**config.mk**
```make
export PLATFORM = sky130hd
export DESIGN_NAME = pwm_fade_ctrl
export DESIGN_NICKNAME = d
export VERILOG_FILES = /design/src/rtl/pwm_fade_ctrl.sv
export SDC_FILE = /design/constraint.sdc
export NUM_CORES = 1
export LEC_CHECK = 0
export ABC_AREA = 1
export ABC_CLOCK_PERIOD_IN_PS = 2900
export BUFFER_PORTS_ARGS = -buffer_cell sky130_fd_sc_hd__buf_2
export CORE_ASPECT_RATIO = 1.5
export CORE_UTILIZATION = 55
export DETAILED_ROUTE_END_ITERATION = 10
export MAX_ROUTING_LAYER = met4
export PLACE_DENSITY = 0.84
export SYNTH_ARGS = -nofsm -noshare
export SYNTH_HDL_FRONTEND = slang
export SYNTH_SLANG_ARGS = --single-unit
```
**constraint.sdc**
```tcl
create_clock -name clk -period 2.9 [get_ports clk]
set_input_delay 0.58 -clock clk [delete_from_list [all_inputs] [get_ports clk]]
set_output_delay 0.58 -clock clk [all_outputs]
set_load 0.05 [all_outputs]
```
**src/rtl/pwm_fade_ctrl.sv**
```systemverilog
// Breathing/fade sequencer: free-running PWM period counter plus a duty ramp FSM.
// Define PWM_FADE_CTRL_GAMMA_EN to compare against duty^2 >> DUTY_W instead of linear duty.
module pwm_fade_ctrl #(
  parameter int unsigned DUTY_W = 8,
  parameter int unsigned HOLD_W = 8
) (
  input  logic              clk,
  input  logic              rst,
  input  logic              en,
  input  logic [DUTY_W-1:0] step,
  input  logic [7:0]        rate,
  input  logic [HOLD_W-1:0] hold_hi,
  input  logic [HOLD_W-1:0] hold_lo,
  output logic              pwm,
  output logic [DUTY_W-1:0] duty,
  output logic [2:0]        state,
  output logic              period_end,
  output logic              cycle_done
);

  typedef enum logic [2:0] {
    IDLE      = 3'd0,
    RAMP_UP   = 3'd1,
    HOLD_HI   = 3'd2,
    RAMP_DOWN = 3'd3,
    HOLD_LO   = 3'd4
  } state_t;

  localparam logic [DUTY_W-1:0] MAX = {DUTY_W{1'b1}};

  state_t            st;
  logic [DUTY_W-1:0] cnt;
  logic [7:0]        div;
  logic [HOLD_W-1:0] hold_cnt;
  logic [DUTY_W-1:0] step_eff;
  logic [7:0]        rate_eff;
  logic [DUTY_W-1:0] duty_cmp;
  logic              wrap;
  logic              tick;

  assign step_eff   = (step == '0) ? DUTY_W'(1) : step;
  assign rate_eff   = (rate == 8'd0) ? 8'd1 : rate;
  assign wrap       = !rst && en && (cnt == MAX);
  assign tick       = wrap && (div == rate_eff - 8'd1);
  assign period_end = wrap;
  assign cycle_done = tick && (st == HOLD_LO) && (hold_cnt >= hold_lo);
  assign pwm        = !rst && en && (cnt < duty_cmp);
  assign state      = st;

`ifdef PWM_FADE_CTRL_GAMMA_EN
  // Squared duty gives a roughly perceptual (gamma ~2) brightness curve.
  logic [2*DUTY_W-1:0] duty_sq;
  assign duty_sq  = {{DUTY_W{1'b0}}, duty} * {{DUTY_W{1'b0}}, duty};
  assign duty_cmp = duty_sq[2*DUTY_W-1:DUTY_W];
`else
  assign duty_cmp = duty;
`endif

  // Counter, tick divider and fade FSM; duty only moves on a wrap clock.
  always_ff @(posedge clk or posedge rst) begin
    if (rst) begin
      cnt      <= '0;
      div      <= 8'd0;
      hold_cnt <= '0;
      duty     <= '0;
      st       <= IDLE;
    end else if (!en) begin
      cnt      <= '0;
      div      <= 8'd0;
      hold_cnt <= '0;
      duty     <= '0;
      st       <= IDLE;
    end else begin
      cnt <= cnt + DUTY_W'(1);
      if (tick)
        div <= 8'd0;
      else if (wrap)
        div <= div + 8'd1;

      case (st)
        IDLE: begin
          st   <= RAMP_UP;
          duty <= '0;
        end
        RAMP_UP: if (tick) begin
          if (MAX - duty <= step_eff) begin
            duty     <= MAX;
            st       <= HOLD_HI;
            hold_cnt <= '0;
          end else begin
            duty <= duty + step_eff;
          end
        end
        HOLD_HI: if (tick) begin
          if (hold_cnt >= hold_hi) begin
            st       <= RAMP_DOWN;
            hold_cnt <= '0;
          end else begin
            hold_cnt <= hold_cnt + HOLD_W'(1);
          end
        end
        RAMP_DOWN: if (tick) begin
          if (duty <= step_eff) begin
            duty     <= '0;
            st       <= HOLD_LO;
            hold_cnt <= '0;
          end else begin
            duty <= duty - step_eff;
          end
        end
        HOLD_LO: if (tick) begin
          if (hold_cnt >= hold_lo) begin
            st       <= RAMP_UP;
            hold_cnt <= '0;
          end else begin
            hold_cnt <= hold_cnt + HOLD_W'(1);
          end
        end
        default: st <= IDLE;
      endcase
    end
  end

endmodule

```
==> Word level (Yosys, flattened, before mapping) <==
Cells that the tools add are included.
{ "classes": {"add_sub_neg": 7, "n_lt_le_gt_ge": 5, "n_eq_ne": 17, "n_mux": 32, "n_reduce_logical": 13} }
{ "op_table": {"columns": ["cell", "n"], "rows": [
  ["$mux W8", 20],
  ["$pmux W8 S4", 1],
  ["$mux W3", 9],
  ["$add A8 B1 Y8 const B", 3],
  ["$pmux W8 S3", 1],
  ["$ne A3 B3 Y1 const B", 7],
  ["$ge A8 B8 Y1", 2],
  ["$le A8 B8 Y1", 2],
  ["$logic_not A8 Y1", 2],
  ["$pmux W3 S5", 1],
  ["$add A8 B8 Y8", 1],
  ["$eq A8 B8 Y1", 1],
  ["$eq A8 B8 Y1 const B", 1],
  ["$lt A8 B8 Y1", 1],
  ["$reduce_and A8 Y1", 1],
  ["$sub A8 B1 Y8 const B", 1],
  ["$sub A8 B8 Y8", 1],
  ["$sub A8 B8 Y8 const A", 1],
  ["$reduce_and A7 Y1", 1],
  ["$eq A3 B2 Y1 const B", 2],
  ["$logic_and A1 B1 Y1", 6],
  ["$ne A5 B1 Y1 const B", 1],
  ["$ne A4 B1 Y1 const B", 1],
  ["$eq A3 B1 Y1 const B", 1],
  ["other kinds (6)", 6]
]} }
{ "totals": {"reg_bits": 35, "inputBits": 35, "out_inout_bits": 14, "word_cells": 79} }

==> Logic depth before layout (Yosys ltp) <==
Gate-level depths: netlist of run 1.
{ "depth": {"word_depth": 8, "mapped_depth": 19, "depth_no_buf": 19} }

==> Worst setup path after synthesis of run 1 <==
Ideal clock, no wire load.
{ "synth_path": {"path_kind": "in2out", "start": "in rate[2]", "end": "out cycle_done", "arrival_time_ns": 2.736, "required_ns": 2.320, "path_slack_ns": -0.416, "cell_stages": 12, "n_path_buf": 0, "cell_sequence": "nor2_2 -> nand2_2 -> o21ai_0 -> inv_1 -> ha_1 -> xor2_1 -> nand3_1 -> nor4_1 -> nand4_1 -> nor2_1 -> nand3_1 -> nor2_1"} }
{ "synth_via": {"elab_chain_cells": 7} }
{ "synth_rtl": {"columns": ["item", "line", "text"], "rows": [
  ["from (decl)", "11", "input logic [7:0] rate,"],
  ["$logic_not A8 Y1", "42", "assign rate_eff = (rate == 8'd0) ? 8'd1 : rate;"],
  ["$mux W8 (*)", "42", null],
  ["$sub A8 B1 Y8 (*)", "44", "assign tick = wrap && (div == rate_eff - 8'd1);"],
  ["$eq A8 B8 Y1 (*)", "44", null],
  ["$logic_and A1 B1 Y1 (*)", "44", null],
  ["$logic_and A1 B1 Y1 (*) (2 in a row)", "46", "assign cycle_done = tick && (st == HOLD_LO) && (hold_cnt >= hold_lo);"],
  ["to (decl)", "18", "output logic cycle_done"]
]} }
Every way passes the cells marked *; elsewhere a longest branch is shown, timed or not.

==> Worst setup path in the final report of run 1 <==
Same ends and word-level chain as after synthesis.

==> results.sh, run 1 <==
export IMPL_syn_num_nets=663
export IMPL_place_gp_congestion=1.01
export IMPL_cts_tree="done"
export IMPL_ys_seq_elements=35
export IMPL_floorplan_rows=37
export IMPL_utilization_pct=72.3
export IMPL_routed_wl_mm=10.6
export IMPL_synth_edf_count=0
export IMPL_first_global_vias=4194
export IMPL_fin_skew_ps=2.20
export IMPL_critPathKind="input port to output pin"
export IMPL_max_stage_delay_ps=310
export IMPL_tns_ps=-265
export IMPL_violations="design-rule violations, negative setup slack"
export IMPL_synthTopCellsByArea="dfrtp_1 22%, ha_1 16%, nand2_1 10%, inv_1 9.1%, nor2_1 5.2%"
export IMPL_worst_pin_slew_ps=757
export IMPL_port_buffers=48
export IMPL_setup_viol=9
export IMPL_grt_usage_pct=30.4
export IMPL_leakagePower_nw=2.65
export IMPL_status="complete, but fails checks"
export IMPL_endpoint_kind="output pin"
export IMPL_hp_class="input port to asynchronous set/reset pin"
export IMPL_grt_antenna_before_repair=0
export IMPL_hold_viol=0
export IMPL_yosysTopAreaCellShare_pct=22.3
export IMPL_clkSinkCount=35
export IMPL_dr_total_vias=4192
export IMPL_cts_buffers=5
export IMPL_die_y_um=106
export IMPL_diodes=0
export IMPL_routed_via_density=5.52
export IMPL_syn_to_final_growth_pct=26.7
export IMPL_rsz0062_at_grt="true"
export IMPL_initial_utilization_pct=57.1
export IMPL_cp_data_arrival_time_ps=2500
export IMPL_synth_common_cells="108 x nand2_1, 95 x inv_1, 55 x nor2_1"
export IMPL_grtUsageMet2_pct=57.1
export IMPL_drv_cap=0
export IMPL_pin_count=49
export IMPL_timing_hold_ws_ps=449
export IMPL_post_drt_wl_per_cell_um=13.9
export IMPL_path_cells="buf_6 > nor2_4 > nand2_2 > o21ai_2 > inv_2 > ha_4 > xor2_1 > nand3_1 > nor4_2 > nand4_1 > nor2_1 > nand3_1 > nor2_4 > buf_8"
export IMPL_ant_nets=0
export IMPL_met3_usage_pct=2.49
export IMPL_setup_ws_ps=-181
export IMPL_drt_iter0_drc=218
export IMPL_htree_levels=2
export IMPL_die_area_mm2=0.00751
export IMPL_ir_worst_vdd_mv=0.390
export IMPL_critPathLaunchType="input port"
export IMPL_root_buffer="clkbuf_8"
export IMPL_syn_inst=576
export IMPL_dieWidth_um=71.1
export IMPL_slew_headroom_pct=49.5
export IMPL_grt_pass1_wl_mm=17.8
export IMPL_cp_slowest_cell="nor4_2"
export IMPL_synth_top_area_cell="dfrtp_1"
export IMPL_yosysMostFrequentCell="nand2_1"
export IMPL_power_density_mw_per_mm2=549
export IMPL_ys_flop_type="dfrtp_1"
export IMPL_ys_async_sr_fraction_pct=100
export IMPL_drcViolationCount=4
export IMPL_fin_crit_ps=3080
export IMPL_clock_latency_ps=290
export IMPL_worstPathMaxFanout=2
export IMPL_clk_pin_slew_ps=70
export IMPL_syn_area_mm2=0.00394
export IMPL_fmax_mhz=325
export IMPL_post_dp_hpwl_mm=8.37
export IMPL_clk_path_buf_depth=2
export IMPL_drtPass1Iterations=9
export IMPL_drive_gt1_share_pct=26.1
export IMPL_holdBufCountCts=0
export IMPL_worstPathRequired_ps=2320
export IMPL_slew_violations=0
export IMPL_yosysSeqAreaShare_pct=22.3
export IMPL_busiest_layer="met2"
export IMPL_overflow=0
export IMPL_finalCritPeriodShare_pct=106
export IMPL_use_met1_pct=30.9
export IMPL_grt_max_degree=21
export IMPL_core_area_mm2=0.00690
export IMPL_synth_cell_types=40
export IMPL_yosysWarnings=0
export IMPL_nets=768
export IMPL_avgSynthCellArea_um2=6.83
## worst max-delay path: cells and delay by family
family                   cells  cell delay [ps]
buffers and inverters        3              310
XOR/XNOR                     1              130
AND/OR/NAND/NOR              8             1070
AO/OA/AOI/OAI                1              150
adder cells (fa/ha/maj)      1              250
## per-layer routing
metal	wire, µm	vias up
met5	0	-
met4	399	0
met3	306	32
met2	5980	125
met1	3900	1936
li1	-	2099
## logic make-up (layout without fill, tap and decap cells)
logic type,Yosys count,after routing,share of synthesized area (%)
buf+inv,111,216,10.9
flops,35,35,22.3
fa+ha+maj,52,52,16.9
compound gates,101,101,15.0
simple gates,254,254,29.8
xor+xnor,23,23,5.12
## where the power goes
part | total [W] | switching, W | internal (W)
logic | 0.00174 | 0.00110 | 0.000637
registers | 0.000640 | 0.0000907 | 0.000549
clock network | 0.000361 | 0.000175 | 0.000186
## state kept, by name, indices dropped and copies added (netlist names)
| signal | cells |
|---|---|
| cnt | 8 |
| div | 8 |
| duty | 8 |
| hold_cnt | 8 |
| state | 3 |
## cell usage in the layout (no fill, tap or decap), types with 6 or more instances in the layout
master    netlist  routed
nand4_1        12      12
inv_1          95      92
buf_2           2      38
nand2_2         5      19
clkbuf_8        0       6
o21ai_0        40      35
nand3_1        37      36
nand2_1       108      93
buf_4           1      59
ha_1           50      47
nor3_1         17      17
inv_2           4       6
buf_6           1       9
xor2_1         21      21
o21ai_1         3       7
dfrtp_1        35      34
a21oi_1        28      28
o22ai_1         6       6
nor2_4          4       8
nor2_1         55      52
## metrics by stage
step,instance area (µm²),total power [W],setup WS [ps],std cells
2_1_floorplan,3950,0.00172,-84.3,576
3_3_place_gp,4620,0.00220,-494,743
3_5_place_dp,4620,0.00225,-542,743
4_1_cts,4790,0.00262,-210,752
5_1_grt,4990,0.00295,-349,759
6_report,4990,0.00274,-181,759
## final cells by class
type | instances | area, µm²
clock inverters | 1 | 5.00
flip-flops and latches | 35 | 877
well taps | 78 | 97.6
multi-input cells | 430 | 2770
fillers | 582 | 1910
inverters | 100 | 378
repair buffers | 109 | 779
clock buffers | 6 | 82.6
## what timing repair did
action,in CTS,in global routing
setup endpoints to repair,1,21
pin swaps,11,24
resized for setup,16,50
setup buffers,2,7
## worst paths after layout
check                             start          end  slack, ps  cells after the start
min in group clk                 cnt[7]       cnt[7]        510                      1
worst max-delay path            rate[2]   cycle_done       -180                     14
max in group asynchronous           rst       div[6]       1750                      3
worst max register to register  duty[0]  hold_cnt[4]        370                     17
worst min-delay path                rst      duty[3]        450                      2
worst min register to register   cnt[7]       cnt[7]        510                      1
(Power assumes the default switching activity.)
==> run 2: changes to the inputs <==
REMOVE_ABC_BUFFERS = 1   (was default)
TNS_END_PERCENT = 1   (was default)
==> run 2 against run 1 <==
  * The run still ends with design-rule violations, negative setup slack left
  * Non-clock buffer count is 2 higher
  * Die area stayed put
  * Final cell count is 0.40% higher
  * Register-to-register slack better by 50 ps
  * Routed wire length is 4.0% lower
  * Highest routed layer unchanged
  * Count of clock-buffer cells in the layout is 1 lower
  * Largest power group unchanged
==> results.sh, run 2 (same netlist as run 1, synthesis figures left out) <==
export IMPL_initial_utilization_pct=57.1
export IMPL_status="complete, but fails checks"
export IMPL_nets=770
export IMPL_post_dp_hpwl_mm=8.21
export IMPL_dp_worst_setup_slack_ps=-507
export IMPL_tns_ps=-209
export IMPL_rsz0062_at_grt="true"
export IMPL_fin_crit_ps=3110
export IMPL_slew_violations=0
export IMPL_holdBufCountCts=0
export IMPL_floorplan_rows=37
export IMPL_timing_rr_start="duty[0]"
export IMPL_combPwrFrac_pct=62.3
export IMPL_first_global_vias=4151
export IMPL_grt_max_degree=32
export IMPL_p_clk_share_pct=13.3
export IMPL_core_area_mm2=0.00690
export IMPL_root_buffer="clkbuf_8"
export IMPL_drtPass1Iterations=9
export IMPL_overflow=0
export IMPL_fillers=576
export IMPL_cp_slowest_cell="nor4_2"
export IMPL_die_area_mm2=0.00751
export IMPL_swShare_pct=50.4
export IMPL_ir_worst_vdd_mv=0.379
export IMPL_finalCritPeriodShare_pct=107
export IMPL_mostFrequentLayoutCells="106 x nand2_1, 93 x inv_1, 62 x buf_4, 52 x nor2_1, 48 x ha_1"
export IMPL_placedInstanceArea_mm2=0.00462
export IMPL_critPathKind="input port to output pin"
export IMPL_fmax_mhz=322
export IMPL_routed_wl_mm=10.2
export IMPL_critPathLaunchType="input port"
export IMPL_hold_viol=0
export IMPL_p_switching_w=0.00133
export IMPL_post_drt_wl_per_cell_um=13.3
export IMPL_grt_antenna_before_repair=0
export IMPL_worstPathMaxFanout=2
export IMPL_drv_cap=0
export IMPL_port_buffers=48
export IMPL_routed_via_density=5.46
export IMPL_drcViolationCount=3
export IMPL_max_stage_delay_ps=280
export IMPL_final_common_cell="nand2_1"
export IMPL_fin_skew_ps=3.99
export IMPL_cts_tree="done"
export IMPL_clk_path_buf_depth=2
export IMPL_setup_ws_ps=-209
export IMPL_crit_start="rate[7]"
export IMPL_final_area_mm2=0.00491
export IMPL_path_delay_family="simple AND/OR/NAND/NOR gates"
export IMPL_clkSinkCount=35
export IMPL_worst_pin_slew_ps=522
export IMPL_clock_latency_ps=290
export IMPL_grt_usage_pct=29.2
export IMPL_die_y_um=106
export IMPL_diodes=0
export IMPL_p_int_w=0.00131
export IMPL_dr_total_vias=4159
export IMPL_leakagePower_nw=2.66
export IMPL_htree_levels=2
export IMPL_setup_viol=1
export IMPL_endpoint_kind="output pin"
export IMPL_syn_to_final_growth_pct=24.8
export IMPL_dieWidth_um=71.1
export IMPL_power_density_mw_per_mm2=538
export IMPL_drt_iter0_drc=128
export IMPL_ant_nets=0
export IMPL_grt_pass1_wl_mm=17.2
export IMPL_violations="design-rule violations, negative setup slack"
export IMPL_place_gp_congestion=1.03
export IMPL_path_cells="buf_6 > nor2_2 > nand2_1 > o21ai_2 > inv_2 > ha_4 > xor2_2 > nand3_2 > nor4_2 > nand4_1 > nor2_1 > nand3_1 > nor2_2 > buf_6"
export IMPL_cp_data_arrival_time_ps=2530
export IMPL_pin_count=49
export IMPL_clk_pin_slew_ps=70
export IMPL_crit_buf_inv=3
export IMPL_hp_class="input port to asynchronous set/reset pin"
export IMPL_timing_hold_ws_ps=186
export IMPL_slew_headroom_pct=65.0
export IMPL_pwr_share_seq_pct=24.4
export IMPL_rrSetupSlack_ps=420
export IMPL_cts_buffers=5
export IMPL_worstPathRequired_ps=2320
export IMPL_drive_gt1_share_pct=24.9
==> run 2: cell types whose count changed in the layout (fill, tap and decap cells not counted), sizes merged <==
cell    delta
buf        +1
clkinv     +2
==> run 2: area by class of cell <==
type                       instances  area (µm²)  share of cell area, %
sequential                        35         877                   17.9
multi-input combinational        430        2720                   55.4
timing repair buffer             111         757                   15.4
tap                               78        97.6                   1.99
clock buffer                       5        68.8                   1.40
inverter                         100         375                   7.64
clock inverter                     3        15.0                  0.306
==> run 2: power by group through the flow <==
stage,combinational [W],clock (W),sequential [W]
after floorplan,0.000887,0,0.000804
after global placement,0.00155,0,0.000649
after detailed placement,0.00158,0,0.000650
after CTS,0.00162,0.000357,0.000641
after global routing,0.00182,0.000378,0.000657
final,0.00165,0.000352,0.000644
==> run 2: through the flow <==
step	cells	power (W)	utilization (%)
2_1_floorplan	565	0.00169	-
3_3_place_gp	744	0.00220	66.9
3_5_place_dp	744	0.00223	66.9
4_1_cts	760	0.00261	70.1
5_1_grt	762	0.00286	71.2
6_report	762	0.00264	71.2
==> run 2: metal layers <==
| layer | routed length [µm] | share of wire [%] | vias to the layer above | track usage, % |
|---|---|---|---|---|
| li1 | - | - | 2099 | - |
| met1 | 3820 | 38 | 1908 | 29.1 |
| met2 | 5590 | 55 | 114 | 56.2 |
| met3 | 285 | 2.8 | 38 | 2.01 |
| met4 | 455 | 4.5 | 0 | 13.6 |
| met5 | 0 | 0 | - | - |
==> run 2: final timing paths <==
path                               to  cells past startpoint
max                        cycle_done                     14
min                           duty[4]                      2
max reg2reg                  state[2]                     17
min reg2reg                    cnt[7]                      1
max in group asynchronous     duty[1]                      3
min in group clk               cnt[7]                      1
==> run 2: timing repair <==
item | in CTS | in global routing
resized for setup | 23 | 19
endpoints found under the hold margin | 0 | 0
endpoints found under the setup margin | 19 | 21
setup buffers | 8 | 2
pin swaps | 13 | 12
